**config.mk**
```make
export PLATFORM = sky130hd
export DESIGN_NAME = alu_seq_core_flat
export DESIGN_NICKNAME = d
export VERILOG_FILES = /design/src/rtl/alu_seq_pkg.sv /design/src/rtl/alu_seq_if.sv /design/src/rtl/alu_nr_div.sv /design/src/rtl/alu_seq_core.sv /design/src/flat_wrapper.sv
export SDC_FILE = /design/constraint.sdc
export NUM_CORES = 1
export LEC_CHECK = 0
export ABC_CLOCK_PERIOD_IN_PS = 8700
export BUFFER_PORTS_ARGS = -buffer_cell sky130_fd_sc_hd__buf_4
export CAP_MARGIN = 20
export CORE_MARGIN = 2
export CORE_UTILIZATION = 67
export CTS_CLUSTER_SIZE = 8
export DETAILED_ROUTE_END_ITERATION = 8
export MAX_ROUTING_LAYER = met4
export PLACE_DENSITY_LB_ADDON = 0.08
export REMOVE_ABC_BUFFERS = 1
export SYNTH_ARGS = -nofsm -noshare
export SYNTH_HDL_FRONTEND = slang
export SYNTH_SLANG_ARGS = --single-unit
export TNS_END_PERCENT = 20
```
**constraint.sdc**
```tcl
create_clock -name clk -period 8.7 [get_ports clk]
set_input_delay 0.87 -clock clk [delete_from_list [all_inputs] [get_ports clk]]
set_output_delay 0.87 -clock clk [all_outputs]
set_load 0.01 [all_outputs]
```
**src/rtl/alu_seq_pkg.sv**
```systemverilog
// Shared opcodes and FSM state encoding for the sequential ALU.
package alu_seq_pkg;

    localparam logic [1:0] OP_ADD = 2'b00;
    localparam logic [1:0] OP_SUB = 2'b01;
    localparam logic [1:0] OP_MUL = 2'b10;
    localparam logic [1:0] OP_DIV = 2'b11;

    typedef enum logic [2:0] {
        IDLE = 3'd0,
        MUL  = 3'd1,
        DIV  = 3'd2,
        DFIX = 3'd3,
        DONE = 3'd4
    } state_t;

endpackage

```
**src/rtl/alu_seq_if.sv**
```systemverilog
// Request/response handshake bundle between controller, ALU and consumer.
interface alu_seq_if #(
    parameter int unsigned WIDTH = 8
);
    logic                   in_valid;
    logic                   in_ready;
    logic [1:0]             opcode;
    logic                   signed_op;
    logic [WIDTH-1:0]       a;
    logic [WIDTH-1:0]       b;
    logic                   out_valid;
    logic                   out_ready;
    logic [2*WIDTH-1:0]     result;
    logic                   dbz;
    logic                   ovf;

    modport master (
        output in_valid, opcode, signed_op, a, b, out_ready,
        input  in_ready, out_valid, result, dbz, ovf
    );

    modport slave (
        input  in_valid, opcode, signed_op, a, b, out_ready,
        output in_ready, out_valid, result, dbz, ovf
    );
endinterface

```
**src/rtl/alu_nr_div.sv**
```systemverilog
// Non-restoring divider on unsigned magnitudes, one iteration per enable.
module alu_nr_div #(
    parameter int unsigned WIDTH = 8
) (
    input  logic             clk,
    input  logic             reset,
    input  logic             load,
    input  logic             en,
    input  logic             fix,
    input  logic [WIDTH-1:0] dividend,
    input  logic [WIDTH-1:0] divisor,
    output logic [WIDTH-1:0] quo,
    output logic [WIDTH-1:0] rem_c
);

    // Two guard bits: the shifted partial remainder spans (-2D, 2D).
    localparam int unsigned PW = WIDTH + 2;

    logic [PW-1:0]    p_q;
    logic [WIDTH-1:0] q_q;
    logic [PW-1:0]    d_ext;
    logic [PW-1:0]    p_sh;
    logic [PW-1:0]    p_step;
    logic [PW-1:0]    p_fix;

    // Next partial remainder for one iteration, and the final add-back.
    always_comb begin
        d_ext  = PW'(divisor);
        p_sh   = {p_q[PW-2:0], q_q[WIDTH-1]};
        p_step = p_q[PW-1] ? (p_sh + d_ext) : (p_sh - d_ext);
        p_fix  = p_q[PW-1] ? (p_q + d_ext) : p_q;
    end

    // Remainder/quotient shift register.
    always_ff @(posedge clk or posedge reset) begin
        if (reset) begin
            p_q <= '0;
            q_q <= '0;
        end else if (load) begin
            p_q <= '0;
            q_q <= dividend;
        end else if (en) begin
            p_q <= p_step;
            q_q <= {q_q[WIDTH-2:0], ~p_step[PW-1]};
        end else if (fix) begin
            p_q <= p_fix;
        end
    end

    assign quo   = q_q;
    assign rem_c = p_fix[WIDTH-1:0];

endmodule

```
**src/rtl/alu_seq_core.sv**
```systemverilog
// Multi-cycle add/sub/Booth-mul/non-restoring-div ALU with valid/ready on both sides.
module alu_seq_core
    import alu_seq_pkg::*;
#(
    parameter int unsigned WIDTH = 8,
    parameter int unsigned CNT_W = $clog2(WIDTH + 1)
) (
    input  logic    clk,
    input  logic    reset,
    alu_seq_if.slave bus
);

    localparam int unsigned RW = 2 * WIDTH;

    state_t state_q;
    state_t state_n;

    logic             in_ready_q;
    logic             out_valid_q;
    logic [RW-1:0]    result_q;
    logic             dbz_q;
    logic             ovf_q;

    logic             sgn_q;
    logic [WIDTH-1:0] a_q;
    logic [WIDTH-1:0] b_q;
    logic [CNT_W-1:0] cnt_q;

    logic [WIDTH:0]   acc_q;
    logic [WIDTH-1:0] q_q;
    logic             qm1_q;

    logic             accept_c;
    logic             booth_step_c;
    logic             div_load_c;
    logic             div_en_c;
    logic             div_fix_c;
    logic             last_iter_c;
    logic             b_zero_c;

    logic [WIDTH:0]   ax_c;
    logic [WIDTH:0]   bx_c;
    logic [WIDTH:0]   as_c;
    logic [RW-1:0]    as_ext_c;
    logic             as_ovf_c;

    logic [WIDTH:0]   m_ext_c;
    logic [WIDTH:0]   acc_sum_c;
    logic [WIDTH:0]   acc_n_c;
    logic [WIDTH-1:0] q_n_c;
    logic             qm1_n_c;
    logic [RW-1:0]    prod_c;

    logic             a_neg_in_c;
    logic [WIDTH-1:0] a_mag_in_c;
    logic             b_neg_c;
    logic [WIDTH-1:0] b_mag_c;
    logic [WIDTH-1:0] quo;
    logic [WIDTH-1:0] rem_c;
    logic [WIDTH-1:0] quo_s_c;
    logic [WIDTH-1:0] rem_s_c;
    logic             div_ovf_c;

    assign bus.in_ready  = in_ready_q;
    assign bus.out_valid = out_valid_q;
    assign bus.result    = result_q;
    assign bus.dbz       = dbz_q;
    assign bus.ovf       = ovf_q;

    assign b_zero_c    = (bus.b == '0);
    assign last_iter_c = (cnt_q == CNT_W'(WIDTH - 1));

    // State register.
    always_ff @(posedge clk or posedge reset) begin
        if (reset) begin
            state_q <= IDLE;
        end else begin
            state_q <= state_n;
        end
    end

    // Next state and per-cycle datapath strobes.
    always_comb begin
        state_n      = state_q;
        accept_c     = 1'b0;
        booth_step_c = 1'b0;
        div_load_c   = 1'b0;
        div_en_c     = 1'b0;
        div_fix_c    = 1'b0;
        unique case (state_q)
            IDLE: begin
                if (bus.in_valid) begin
                    accept_c = 1'b1;
                    if (bus.opcode == OP_MUL) begin
                        state_n = MUL;
                    end else if (bus.opcode == OP_DIV && !b_zero_c) begin
                        state_n    = DIV;
                        div_load_c = 1'b1;
                    end else begin
                        state_n = DONE;
                    end
                end
            end
            MUL: begin
                booth_step_c = 1'b1;
                if (last_iter_c) begin
                    state_n = DONE;
                end
            end
            DIV: begin
                div_en_c = 1'b1;
                if (last_iter_c) begin
                    state_n = DFIX;
                end
            end
            DFIX: begin
                div_fix_c = 1'b1;
                state_n   = DONE;
            end
            DONE: begin
                if (bus.out_ready) begin
                    state_n = IDLE;
                end
            end
            default: state_n = IDLE;
        endcase
    end

    // Exact (WIDTH+1)-bit add/sub on the live request operands.
    always_comb begin
        ax_c     = bus.signed_op ? {bus.a[WIDTH-1], bus.a} : {1'b0, bus.a};
        bx_c     = bus.signed_op ? {bus.b[WIDTH-1], bus.b} : {1'b0, bus.b};
        as_c     = (bus.opcode == OP_SUB) ? (ax_c - bx_c) : (ax_c + bx_c);
        as_ext_c = bus.signed_op ? {{(WIDTH-1){as_c[WIDTH]}}, as_c}
                                 : {{(WIDTH-1){1'b0}}, as_c};
        as_ovf_c = bus.signed_op && (as_c[WIDTH] != as_c[WIDTH-1]);
    end

    // One radix-2 Booth step over {acc, q, qm1}; the unsigned zero-extension
    // bit contributes one extra +M*2^WIDTH digit, folded into the final product.
    always_comb begin
        m_ext_c = sgn_q ? {a_q[WIDTH-1], a_q} : {1'b0, a_q};
        unique case ({q_q[0], qm1_q})
            2'b01:   acc_sum_c = acc_q + m_ext_c;
            2'b10:   acc_sum_c = acc_q - m_ext_c;
            default: acc_sum_c = acc_q;
        endcase
        acc_n_c = {acc_sum_c[WIDTH], acc_sum_c[WIDTH:1]};
        q_n_c   = {acc_sum_c[0], q_q[WIDTH-1:1]};
        qm1_n_c = q_q[0];
        prod_c  = {acc_n_c[WIDTH-1:0], q_n_c}
                + ((!sgn_q && b_q[WIDTH-1]) ? {a_q, WIDTH'(0)} : RW'(0));
    end

    // Magnitudes into the divider and sign restoration of its results.
    always_comb begin
        a_neg_in_c = bus.signed_op && bus.a[WIDTH-1];
        a_mag_in_c = a_neg_in_c ? (WIDTH'(0) - bus.a) : bus.a;
        b_neg_c    = sgn_q && b_q[WIDTH-1];
        b_mag_c    = b_neg_c ? (WIDTH'(0) - b_q) : b_q;
        quo_s_c    = (sgn_q && (a_q[WIDTH-1] ^ b_q[WIDTH-1])) ? (WIDTH'(0) - quo) : quo;
        rem_s_c    = (sgn_q && a_q[WIDTH-1]) ? (WIDTH'(0) - rem_c) : rem_c;
        div_ovf_c  = sgn_q && (a_q == {1'b1, {(WIDTH-1){1'b0}}}) && (&b_q);
    end

    alu_nr_div #(
        .WIDTH (WIDTH)
    ) u_div (
        .clk      (clk),
        .reset    (reset),
        .load     (div_load_c),
        .en       (div_en_c),
        .fix      (div_fix_c),
        .dividend (a_mag_in_c),
        .divisor  (b_mag_c),
        .quo      (quo),
        .rem_c    (rem_c)
    );

    // Operand capture, Booth registers, iteration counter and registered outputs.
    always_ff @(posedge clk or posedge reset) begin
        if (reset) begin
            in_ready_q  <= 1'b1;
            out_valid_q <= 1'b0;
            result_q    <= '0;
            dbz_q       <= 1'b0;
            ovf_q       <= 1'b0;
            sgn_q       <= 1'b0;
            a_q         <= '0;
            b_q         <= '0;
            cnt_q       <= '0;
            acc_q       <= '0;
            q_q         <= '0;
            qm1_q       <= 1'b0;
        end else begin
            in_ready_q  <= (state_n == IDLE);
            out_valid_q <= (state_n == DONE);
            if (accept_c) begin
                sgn_q    <= bus.signed_op;
                a_q      <= bus.a;
                b_q      <= bus.b;
                cnt_q    <= '0;
                acc_q    <= '0;
                q_q      <= bus.b;
                qm1_q    <= 1'b0;
                result_q <= '0;
                dbz_q    <= 1'b0;
                ovf_q    <= 1'b0;
                if (bus.opcode == OP_ADD || bus.opcode == OP_SUB) begin
                    result_q <= as_ext_c;
                    ovf_q    <= as_ovf_c;
                end else if (bus.opcode == OP_DIV && b_zero_c) begin
                    result_q <= {bus.a, {WIDTH{1'b1}}};
                    dbz_q    <= 1'b1;
                end
            end
            if (booth_step_c) begin
                acc_q <= acc_n_c;
                q_q   <= q_n_c;
                qm1_q <= qm1_n_c;
                cnt_q <= cnt_q + CNT_W'(1);
                if (last_iter_c) begin
                    result_q <= prod_c;
                end
            end
            if (div_en_c) begin
                cnt_q <= cnt_q + CNT_W'(1);
            end
            if (div_fix_c) begin
                result_q <= {rem_s_c, quo_s_c};
                ovf_q    <= div_ovf_c;
            end
        end
    end

endmodule

```
**src/flat_wrapper.sv**
```systemverilog
// flat-port wrapper written by rule: the top's interface ports become plain ports
module alu_seq_core_flat import alu_seq_pkg::*;
#(
    parameter int unsigned WIDTH = 8,
    parameter int unsigned CNT_W = $clog2(WIDTH + 1)
)
  (clk, reset, bus_in_valid, bus_opcode, bus_signed_op, bus_a, bus_b, bus_out_ready, bus_in_ready, bus_out_valid, bus_result, bus_dbz, bus_ovf);
  alu_seq_if #(.WIDTH(WIDTH)) bus_i ();
  input  logic clk;
  input  logic reset;
  input wire logic [$bits(bus_i.in_valid)-1:0] bus_in_valid;
  input wire logic [$bits(bus_i.opcode)-1:0] bus_opcode;
  input wire logic [$bits(bus_i.signed_op)-1:0] bus_signed_op;
  input wire logic [$bits(bus_i.a)-1:0] bus_a;
  input wire logic [$bits(bus_i.b)-1:0] bus_b;
  input wire logic [$bits(bus_i.out_ready)-1:0] bus_out_ready;
  output wire logic [$bits(bus_i.in_ready)-1:0] bus_in_ready;
  output wire logic [$bits(bus_i.out_valid)-1:0] bus_out_valid;
  output wire logic [$bits(bus_i.result)-1:0] bus_result;
  output wire logic [$bits(bus_i.dbz)-1:0] bus_dbz;
  output wire logic [$bits(bus_i.ovf)-1:0] bus_ovf;
  assign bus_i.in_valid = bus_in_valid;
  assign bus_i.opcode = bus_opcode;
  assign bus_i.signed_op = bus_signed_op;
  assign bus_i.a = bus_a;
  assign bus_i.b = bus_b;
  assign bus_i.out_ready = bus_out_ready;
  assign bus_in_ready = bus_i.in_ready;
  assign bus_out_valid = bus_i.out_valid;
  assign bus_result = bus_i.result;
  assign bus_dbz = bus_i.dbz;
  assign bus_ovf = bus_i.ovf;
  alu_seq_core #(.WIDTH(WIDTH), .CNT_W(CNT_W)) u_core (.clk(clk), .reset(reset), .bus(bus_i));
endmodule
```
[Word level (Yosys, flattened, before mapping)]
Index checks and enable logic that the tools add are counted.
Storage, ports and cells
  flip-flop bits (word level): 80
  latch bits: 0
  bits in writable memories: 0
  bits in read-only memories: 0
  input port bits: 23
  output and inout port bits: 20
  logic and storage cells: 123
  memories kept: 0
Cells by class
  add/sub/neg operators: 13
  multipliers: 0
  divide/modulo/power cells: 0
  magnitude comparators: 0
  eq/ne operators: 13
  shifts and indexed selects: 0
  muxes and demuxes: 54
  bitwise operators: 2
  reduce and logical (&&, ||, !) cells: 25
Operators with widths (count)
  2-to-1 mux 16 bit: 8
  2-to-1 mux 8 bit: 8
  2-to-1 mux 9 bit: 6
  2-to-1 mux 10 bit: 5
  subtractor 1 x 8 -> 8 bit, first input constant: 4
  adder 10 x 8 -> 10 bit: 2
  adder 9 bit: 2
  2-to-1 mux 3 bit: 6
  case mux 9 bit (2 select lines): 1
  subtractor 9 bit: 2
  adder 16 bit: 1
  2-to-1 mux 1 bit: 16
  case mux 3 bit (5 select lines): 1
  2-to-1 mux 4 bit: 3
  logical AND 1 bit: 10
  subtractor 10 x 8 -> 10 bit: 1
  nonzero test 3 bit: 3
  == test 8 bit, second input constant: 1
  zero test 8 bit: 1
  AND reduction 8 bit: 1
  == test 2 bit, second input constant: 3
  == test 3 x 2 -> 1 bit, second input constant: 2
  == test 3 bit, second input constant: 2
  zero test 3 bit: 2
  other kinds (12): 16

[Longest topological paths before layout]
Gate-level depths: netlist of the first run.
  word-level depth: 9
  depth in mapped cells: 21
  depth with buffers taken out: 20

[Modules after synthesis]
Synthesis of the first run repeated with hierarchy kept, for this count alone.
Unflattened totals
  cell total of the unflattened synthesis: 813
  area, all modules: 6780.3 sq um
By module, submodules not included
  alu_seq_core: times used 1, cells each 586, area each 4919.7 sq um, seq. area each 1527.7 sq um
  alu_nr_div: times used 1, cells each 227, area each 1860.5 sq um, seq. area each 450.4 sq um

[Worst setup path before layout of the first run]
OpenSTA, ideal clock, no wires.
  path type: register -> register
  start: register u_core.qm1_q
  end: register u_core.result_q[15], in the netlist u_core.bus.result[15]
  setup time: 134 ps
  arrival time: 3649 ps
  data required time: 8566 ps
  path slack: 4917 ps
  stages on the path, launching flop included: 21
  buffers on the path: 1
  period minus slack after synthesis: 3783 ps
  cell sequence: dfrtp_1 > inv_1 > ha_1 > buf_2 > mux2_2 > inv_1 > ha_1 > nor2b_1 > o21ai_0 > a21boi_0 > o21ai_0 > a21boi_0 > o31ai_1 > ha_1 > nand3_1 > o211ai_1 > o41ai_1 > xnor2_1 > nor4_1 > nor3b_1 > o22ai_1
On the way
  cells in the longest elaborated chain, start to end: 6
  elaborated cells between the ends (all ways): 7
  those cells by class: add/sub: 1; eq/ne: 2; mux: 4
Ends and longest elaborated chain
  from (decl): line alu_seq_core.sv:31  | logic qm1_q;
  from (signal assigned): line alu_seq_core.sv:220  | qm1_q <= qm1_n_c;
  == test 2 bit / == test 2 x 1 -> 1 bit (equally long branches): line alu_seq_core.sv:143  | unique case ({q_q[0], qm1_q})
  case mux 9 bit (2 select lines) (*): line alu_seq_core.sv:143
  adder 16 bit (*): line alu_seq_core.sv:152  | + ((!sgn_q && b_q[WIDTH-1]) ? {a_q, WIDTH'(0)} : RW'(0));
  2-to-1 mux 16 bit (*): line alu_seq_core.sv:222  | if (last_iter_c) begin
  2-to-1 mux 16 bit (*): line alu_seq_core.sv:217  | if (booth_step_c) begin
  2-to-1 mux 16 bit (*): line alu_seq_core.sv:229  | if (div_fix_c) begin
  to (signal assigned): line alu_seq_core.sv:213  | result_q <= {bus.a, {WIDTH{1'b1}}};
  to (signal assigned): line alu_seq_core.sv:223  | result_q <= prod_c;
  to (signal assigned): line alu_seq_core.sv:230  | result_q <= {rem_s_c, quo_s_c};
  to (decl): line alu_seq_core.sv:20  | logic [RW-1:0] result_q;
Mark *: on every way between the ends. The rest lies on a longest branch, timed or not.
A chain may end at the register's enable or synchronous reset.

[Final worst setup path of the first run]
Ends and elaborated chain as after synthesis.

==> results of run 1 <==
==> worst max-delay path: cells and delay by family, from the launching register on <==
| family | cells | cell delay (ns) |
|---|---|---|
| AO/OA/AOI/OAI | 8 | 1.78 |
| adder cells (fa/ha/maj) | 3 | 0.89 |
| AND/OR/NAND/NOR | 4 | 0.54 |
| multiplexers | 1 | 0.41 |
| flip-flops | 1 | 0.39 |
| XOR/XNOR | 1 | 0.22 |
| buffers and inverters | 2 | 0.13 |
==> final cells by class <==
class / instances / area [um2]
Fill cell: 809 / 2714
Clock buffer: 10 / 137.6
Tap cell: 136 / 170.2
Inverter: 36 / 136.4
Timing Repair Buffer: 49 / 387.9
Multi-Input combinational cell: 701 / 4662
Clock inverter: 6 / 45.04
Sequential cell: 79 / 1978
==> flip-flops by register name (all words and copies together), names as in the netlist, 3 cells and up <==
register / cells
u_core.a_q: 8
u_core.cnt_q: 4
u_core.bus.result: 16
u_core.b_q: 8
u_core.u_div.quo: 8
u_core.state_q: 3
u_core.acc_q: 8
u_core.u_div.p_q: 10
u_core.q_q: 8
==> final timing paths <==
| kind | startpoint | end | slack (ns) | cells past startpoint |
|---|---|---|---|---|
| worst min register to register | u_core.bus.dbz | u_core.bus.dbz | 0.49 | 2 |
| worst max register to register | u_core.qm1_q | u_core.bus.result[15] | 4.19 | 19 |
| max in group asynchronous | reset | u_core.bus.in_ready | 7.58 | 4 |
| min in group clk | u_core.bus.dbz | u_core.bus.dbz | 0.49 | 2 |
| worst max-delay path | u_core.qm1_q | u_core.bus.result[15] | 4.19 | 19 |
| worst min-delay path | reset | u_core.acc_q[4] | 0.49 | 3 |
==> kinds of logic (layout without fill, tap and decap cells) <==
family,after synthesis,in the layout
and+or+nand+nor,319,319
buffers and inverters,82,101
DFF,79,79
AOI/OAI and AO/OA,241,241
xor gates and xnor gates,67,67
muxes,19,19
adders and majority gates,55,55
==> cells in the final DEF, fill, tap and decap left out, drive strengths merged, types with 7 or more instances in the layout <==
master / netlist / final
nor2b: 17 / 17
mux2i: 17 / 17
nand2b: 8 / 8
a211oi: 9 / 9
a22o: 12 / 12
nor2: 60 / 60
o31ai: 15 / 15
o21ai: 66 / 66
o211ai: 10 / 10
xnor2: 40 / 40
o22ai: 8 / 8
buf: 8 / 49
dfrtp: 78 / 78
nor3b: 7 / 7
clkbuf: 37 / 10
a31oi: 10 / 10
nand3: 29 / 29
nor3: 30 / 30
nand2: 124 / 124
and2: 11 / 11
inv: 36 / 36
ha: 50 / 50
xor2: 27 / 27
a21oi: 47 / 47
==> power by group through the flow <==
| stage | clock [W] | sequential [W] | combinational, W |
|---|---|---|---|
| after floorplan | 0 | 0.000707 | 0.00180 |
| after global placement | 0 | 0.000751 | 0.00229 |
| after detailed placement | 0 | 0.000762 | 0.00240 |
| after CTS | 0.000271 | 0.000755 | 0.00241 |
| after global routing | 0.000285 | 0.000786 | 0.00271 |
| final | 0.000272 | 0.000764 | 0.00245 |
==> metal layers <==
layer	vias up	routed length, um	share of wire
met4	0	488	0.024
met5	-	0	0
met3	49	1753	0.088
met2	314	9630	0.48
li1	3131	-	-
met1	3205	8152	0.41
==> per-stage QoR <==
stage	std cells	worst slack (ns)	util	total power, W
6_report	1017	4.188	0.7347	0.003488
5_1_grt	1017	3.775	0.7347	0.003780
4_1_cts	1016	4.291	0.7321	0.003441
3_5_place_dp	1000	4.345	0.7142	0.003160
3_3_place_gp	1000	4.596	0.7142	0.003042
2_1_floorplan	816	3.412	-	0.002510
==> summary.txt, run 1 <==
Run status
  – Outcome: finished, final reports clean

Logic synthesis
  – Most common cell in the netlist: nand2_1
  – Dominant combinational cell family by area after synthesis: compound AO/OA/AOI/OAI gates
  – Leading post-synthesis cells by cell area: dfrtp_1 28%, ha_1 8.9%, nand2_1 6.6%
  – Sequential-to-total area share from yosys stat: 0.2825
  – Post-Syn Instances: ~860
  – Ranking of synthesized cells by instance count: 124 x nand2_1, 78 x dfrtp_1, 65 x o21ai_0
  – Number of enable-type register cells in the synthesized netlist: 0
  – Area fraction in and, or, nand and nor cells after synthesis: 0.2189
  – Proportion of register bits with asynchronous set or reset after synthesis: 1.000
  – Mux contribution to synthesized area: 0.02752
  – Library cells used by synthesis: ~80
  – Share of the synthesized area in the top cell type: 0.2788
  – Synthesis-stage register bit count: 79
  – Yosys warning count: 0
  – Mean area per synthesized cell: between 8 and 9 um2
  – Post-synthesis adder-cell area fraction: 0.1036
  – Most used flip-flop cell after synthesis: dfrtp_1
  – Xor/xnor share of the synthesized area: 0.08488
  – Synthesized cell area: between 7000 and 8000 um2
  – Dominant cell type by area after synthesis: dfrtp_1
  – Synthesized-area fraction occupied by ao, oa, aoi and oai cells: 0.2300

Floorplan
  – Floorplan die width: 106.2 um
  – Die height: ~110 um
  – Num ports: 43
  – Effective utilization at floorplan: 0.6844
  – Placement row count: 37
  – Core region area: 10230 um2
  – Die area: between 10000 and 15000 um2

GRT
  – Maximum number of pins on one net before global-route repair: 80
  – Grt met3 use: 0.05579
  – Vias in the first global route: between 6000 and 7000
  – M1 GR Usage: 0.4939
  – Wire length of the first global-routing pass: between 30000 and 40000 um
  – Global routing usage on met2: 0.5865
  – Antenna violations before repair: 0
  – Total grt overflow: 0
  – Total routing usage reported by global routing: 0.3754
  – Layer with the highest usage: met2

Clocking
  – Maximum clock insertion buffer count: 2
  – Inserted Clock Buffers: 9
  – Clock root buffer: clkbuf_8
  – Post-CTS Repair Setup Buffers: 0
  – TritonCTS clock tree: built
  – CTS clock-pin slew for the worst setup and hold paths: about 0.090 ns
  – Clock latency of the later-clocked register in the worst-skew pair: just under 0.4 ns
  – H-tree levels: 3
  – Total clock sinks: approximately 80
  – Number of hold buffers added after CTS: 0
  – Post-cts sizing count: 0

Power
  – Clock network power share: 0.078
  – Largest voltage drop on the vdd net: 0.3689 mV
  – Fraction of power spent switching nets: 0.5242
  – Cell internal pwr: 0.001660 W
  – Switching power: about 0.0018 W
  – Part of the total power dissipated in sequential elements: 0.219
  – Static leakage power: between 3 and 4 nW
  – Logic pwr share: 0.703
  – Power density over the cells: between 400 and 500 nW/um2

Critical path
  – Critical setup path kind: reg2reg
  – Slowest-stage cell, CP: mux2_2
  – Category of the worst setup path launch point: register
  – List of cells traversed by the critical path: inv_1 > ha_1 > mux2_2 > inv_1 > ha_1 > nor2b_1 > o21ai_0 > a21boi_0 > o21ai_0 > a21boi_0 > o31ai_1 > ha_1 > nand3_1 > o211ai_1 > o41ai_1 > xnor2_1 > nor4_1 > nor3b_1 > o22ai_1
  – CP Data Arrival Time: between 4 and 5 ns
  – Worst path max stage delay: between 0.4 and 0.5 ns
  – Largest fanout on the critical path: 9
  – CP dominant cell by count: ha_1
  – Crit end category: register
  – WP data required: between 8 and 9 ns

Detailed routing
  – Mean number of vias per cell: 6.587
  – Total Routed Length: between 20000 and 25000 um
  – DRT iter0 DRCs: between 500 and 600
  – Overall via count from detail_route: 6699
  – Antenna-violating nets left: 0
  – DRT Pass-1 Iters: 5
  – DRC violations left: 0
  – Detailed-route wire length per cell: 19.69 um

Placed design
  – Input/output buffers: 42
  – Global placer's final weighted congestion: 1.002
  – Post-place instance area: between 7000 and 8000 um2
  – Post-detailed-placement half-perimeter wirelength: between 10000 and 15000 um

Timing
  – Timing-limited maximum frequency: 0.2216 GHz
  – Number of failing setup endpoints in the final timing report: 0
  – Slew Limit Fails: 0
  – Worst hold slack: 0.4865 ns
  – Fraction of the cycle the final worst path needs: 0.5187
  – Headroom to the max-slew limit: 0.3607
  – Worst Clk Skew: 0.01592 ns
  – Post-route setup TNS: 0 ns
  – Setup repair after global routing missed its margin: false
  – Slew @ Worst Pin: approximately 0.96 ns
  – Final min period: between 4 and 5 ns
  – Hold Vio Cnt, Final: 0

Final layout
  – Layout overhead on the synthesized area: 7.362%
  – Share of layout cells above drive strength 1: 0.09421
  – Total Nets Final: roughly 950
  – Antenna cells: 0
  – Cell area after layout: 7517 um2

Flow run
  – Max cap viols: 0

Worst hold path
  – Hold/Removal Path Class: in2async
(Power assumes the default switching activity.)
==> run 2, diff against run 1 <==
- ABC_CLOCK_PERIOD_IN_PS: 8700 -> 4750
- CORE_UTILIZATION: 67 -> 63
- clock period: 8.7 -> 4.75 ns (I/O delays scaled with it)
==> run 2 against run 1 <==
- sequential power rose by 81%
- clock power rose by 99%
- clock skew fell by 0.010 ns
- first-iteration DRC count rose by 5.9%
- global-route usage fell by 1.6 points
- power rose by 85%
- flip-flop and latch count did not move
- via count fell by 0.24%
- combinational power rose by 85%
- non-clock buffer count rose by 1
==> summary.txt, run 2 (synthesis gave the netlist of run 1 again) <==
Detailed routing
  – DRT iter0 DRCs: between 500 and 600
  – Overall via count from detail_route: between 6000 and 7000
  – Mean number of vias per cell: around 6.5
  – Antenna-violating nets left: 0
  – Total Routed Length: a little over 20000 um
  – DRC violations left: 0
  – DRT Pass-1 Iters: 5
  – Detailed-route wire length per cell: roughly 20 um

Final layout
  – Fin cells: between 1000 and 1500
  – Antenna cells: 0
  – Sequential cell area: ~2000 um2
  – Most common library cell in the layout ignoring fill and taps: nand2_1
  – Share of layout cells above drive strength 1: 0.09637
  – Multi-input gate area: between 4000 and 5000 um2
  – Layout overhead on the synthesized area: 7.702%
  – Flip-flop count of the largest register, all copies and words added: 16
  – Total Nets Final: ~960
  – Number of fill cells in the layout: between 900 and 1000
  – Commonest cells after routing, fill and taps aside: 124 x nand2_1, 78 x dfrtp_1, 65 x o21ai_0, 59 x nor2_1

Floorplan
  – Die height: about 110 um
  – Core region area: ~11000 um2
  – Effective utilization at floorplan: 0.6459
  – Num ports: 43
  – Placement row count: 38
  – Die area: approximately 12000 um2
  – Floorplan die width: roughly 110 um

Critical path
  – CP Data Arrival Time: roughly 4.6 ns
  – Worst path max stage delay: 0.40 ns
  – Critical setup path kind: reg2reg
  – Category of cells accounting for the largest share of critical-path delay: compound AO/OA/AOI/OAI gates
  – Largest fanout on the critical path: 9
  – Category of the worst setup path launch point: register
  – CP dominant cell by count: ha_1
  – WP data required: approximately 5 ns
  – Worst path buffer plus inverter count: 2
  – Crit end category: register
  – List of cells traversed by the critical path: inv_1 > ha_1 > mux2_2 > inv_1 > ha_1 > nor2b_1 > o21ai_0 > a21boi_0 > o21ai_0 > a21boi_0 > o31ai_1 > ha_1 > nand3_1 > o211ai_1 > o41ai_2 > xnor2_1 > nor4_1 > nor3b_1 > o22ai_1
  – Slowest-stage cell, CP: mux2_2

Power
  – Power density over the cells: approximately 860 nW/um2
  – Largest voltage drop on the vdd net: ~0.66 mV
  – Static leakage power: 3.480 nW

Placed design
  – Input/output buffers: between 40 and 50
  – Global placer's final weighted congestion: a little over 1
  – Setup slack after placement: 0.3938 ns
  – Post-detailed-placement half-perimeter wirelength: roughly 15000 um
  – Number of cells after detailed placement: 1006

Flow run
  – Max cap viols: 0

Timing
  – Final min period: around 4.3 ns
  – Slew Limit Fails: 0
  – Setup slack after layout: 0.4286 ns
  – Post-route setup TNS: 0 ns
  – Fraction of the cycle the final worst path needs: 0.9098
  – Setup repair after global routing missed its margin: false
  – Number of failing setup endpoints in the final timing report: 0
  – Slew @ Worst Pin: just under 1 ns
  – Headroom to the max-slew limit: 0.3473
  – Worst Clk Skew: ~0.0057 ns
  – Hold Vio Cnt, Final: 0
  – Timing-limited maximum frequency: ~0.23 GHz
  – Worst hold slack: 0.1990 ns

Clocking
  – Maximum clock insertion buffer count: 2
  – CTS clock-pin slew for the worst setup and hold paths: 0.09 ns
  – H-tree levels: 3
  – Post-CTS Repair Setup Buffers: 0
  – Total clock sinks: a little under 80
  – TritonCTS clock tree: built
  – Clock root buffer: clkbuf_8
  – Clock latency of the later-clocked register in the worst-skew pair: 0.38 ns
  – Inserted Clock Buffers: 9

GRT
  – Total routing usage reported by global routing: 0.3593
  – Vias in the first global route: 6232
  – Total grt overflow: 0
  – Wire length of the first global-routing pass: approximately 32000 um
  – Antenna violations before repair: 0
  – Maximum number of pins on one net before global-route repair: a little over 40

Worst hold path
  – Hold/Removal Path Class: in2async

Run status
  – Outcome: finished, final reports clean
==> run 2: through the flow <==
| stage | utilization | instance area, um2 | total power, W |
|---|---|---|---|
| 2_1_floorplan | - | 6769 | 0.004597 |
| 3_3_place_gp | 0.6759 | 7327 | 0.005644 |
| 3_5_place_dp | 0.6759 | 7327 | 0.005823 |
| 4_1_cts | 0.6949 | 7533 | 0.006391 |
| 5_1_grt | 0.6956 | 7541 | 0.007012 |
| 6_report | 0.6956 | 7541 | 0.006455 |
==> run 2: layout make-up <==
| class | count | area share |
|---|---|---|
| Inverter | 36 | 0.01809 |
| Tap cell | 140 | 0.02323 |
| Sequential cell | 79 | 0.2623 |
| Clock inverter | 6 | 0.009126 |
| Clock buffer | 10 | 0.01825 |
| Timing Repair Buffer | 50 | 0.04978 |
| Multi-Input combinational cell | 701 | 0.6192 |
==> run 2: final timing paths <==
kind | start | endpoint | slack [ns] | cells after the start
max | u_core.qm1_q | u_core.bus.result[15] | 0.43 | 19
min | reset | u_core.u_div.p_q[6] | 0.20 | 2
max reg2reg | u_core.qm1_q | u_core.bus.result[15] | 0.43 | 19
min reg2reg | u_core.bus.dbz | u_core.bus.dbz | 0.49 | 2
max in group asynchronous | reset | u_core.bus.in_ready | 3.56 | 3
min in group clk | bus_a[6] | u_core.a_q[6] | 0.37 | 3
==> run 2: per-layer routing <==
metal	wire length, um	GRT usage	vias up
met4	580	0.1420	0
met1	8737	0.4782	3227
met2	9491	0.5542	280
met3	1583	0.05216	51
met5	0	-	-
li1	-	-	3125
==> run 2: timing repair <==
item | CTS | global route
resized for setup | 0 | 1
hold buffers | 0 | 0
setup endpoints to repair | 0 | 1
==> run 2: worst reg2reg max path, stage by stage (launching register included) <==
cell and delay (ns):
dfrtp_1 0.39, inv_1 0.06, ha_1 0.34, mux2_2 0.40, inv_1 0.08, ha_1 0.22, nor2b_1 0.13, o21ai_0 0.19
a21boi_0 0.15, o21ai_0 0.29, a21boi_0 0.15, o31ai_1 0.32, ha_1 0.35, nand3_1 0.11, o211ai_1 0.14, o41ai_2 0.29
xnor2_1 0.19, nor4_1 0.07, nor3b_1 0.22, o22ai_1 0.10
==> run 2: where the power goes <==
part           total, W  switching [W]  leakage [nW]  internal [W]
registers       0.00138       0.000413          1.00      0.000971
logic           0.00453        0.00265          2.38       0.00188
clock network  0.000540       0.000280         0.103      0.000260
total           0.00645        0.00334          3.48       0.00311
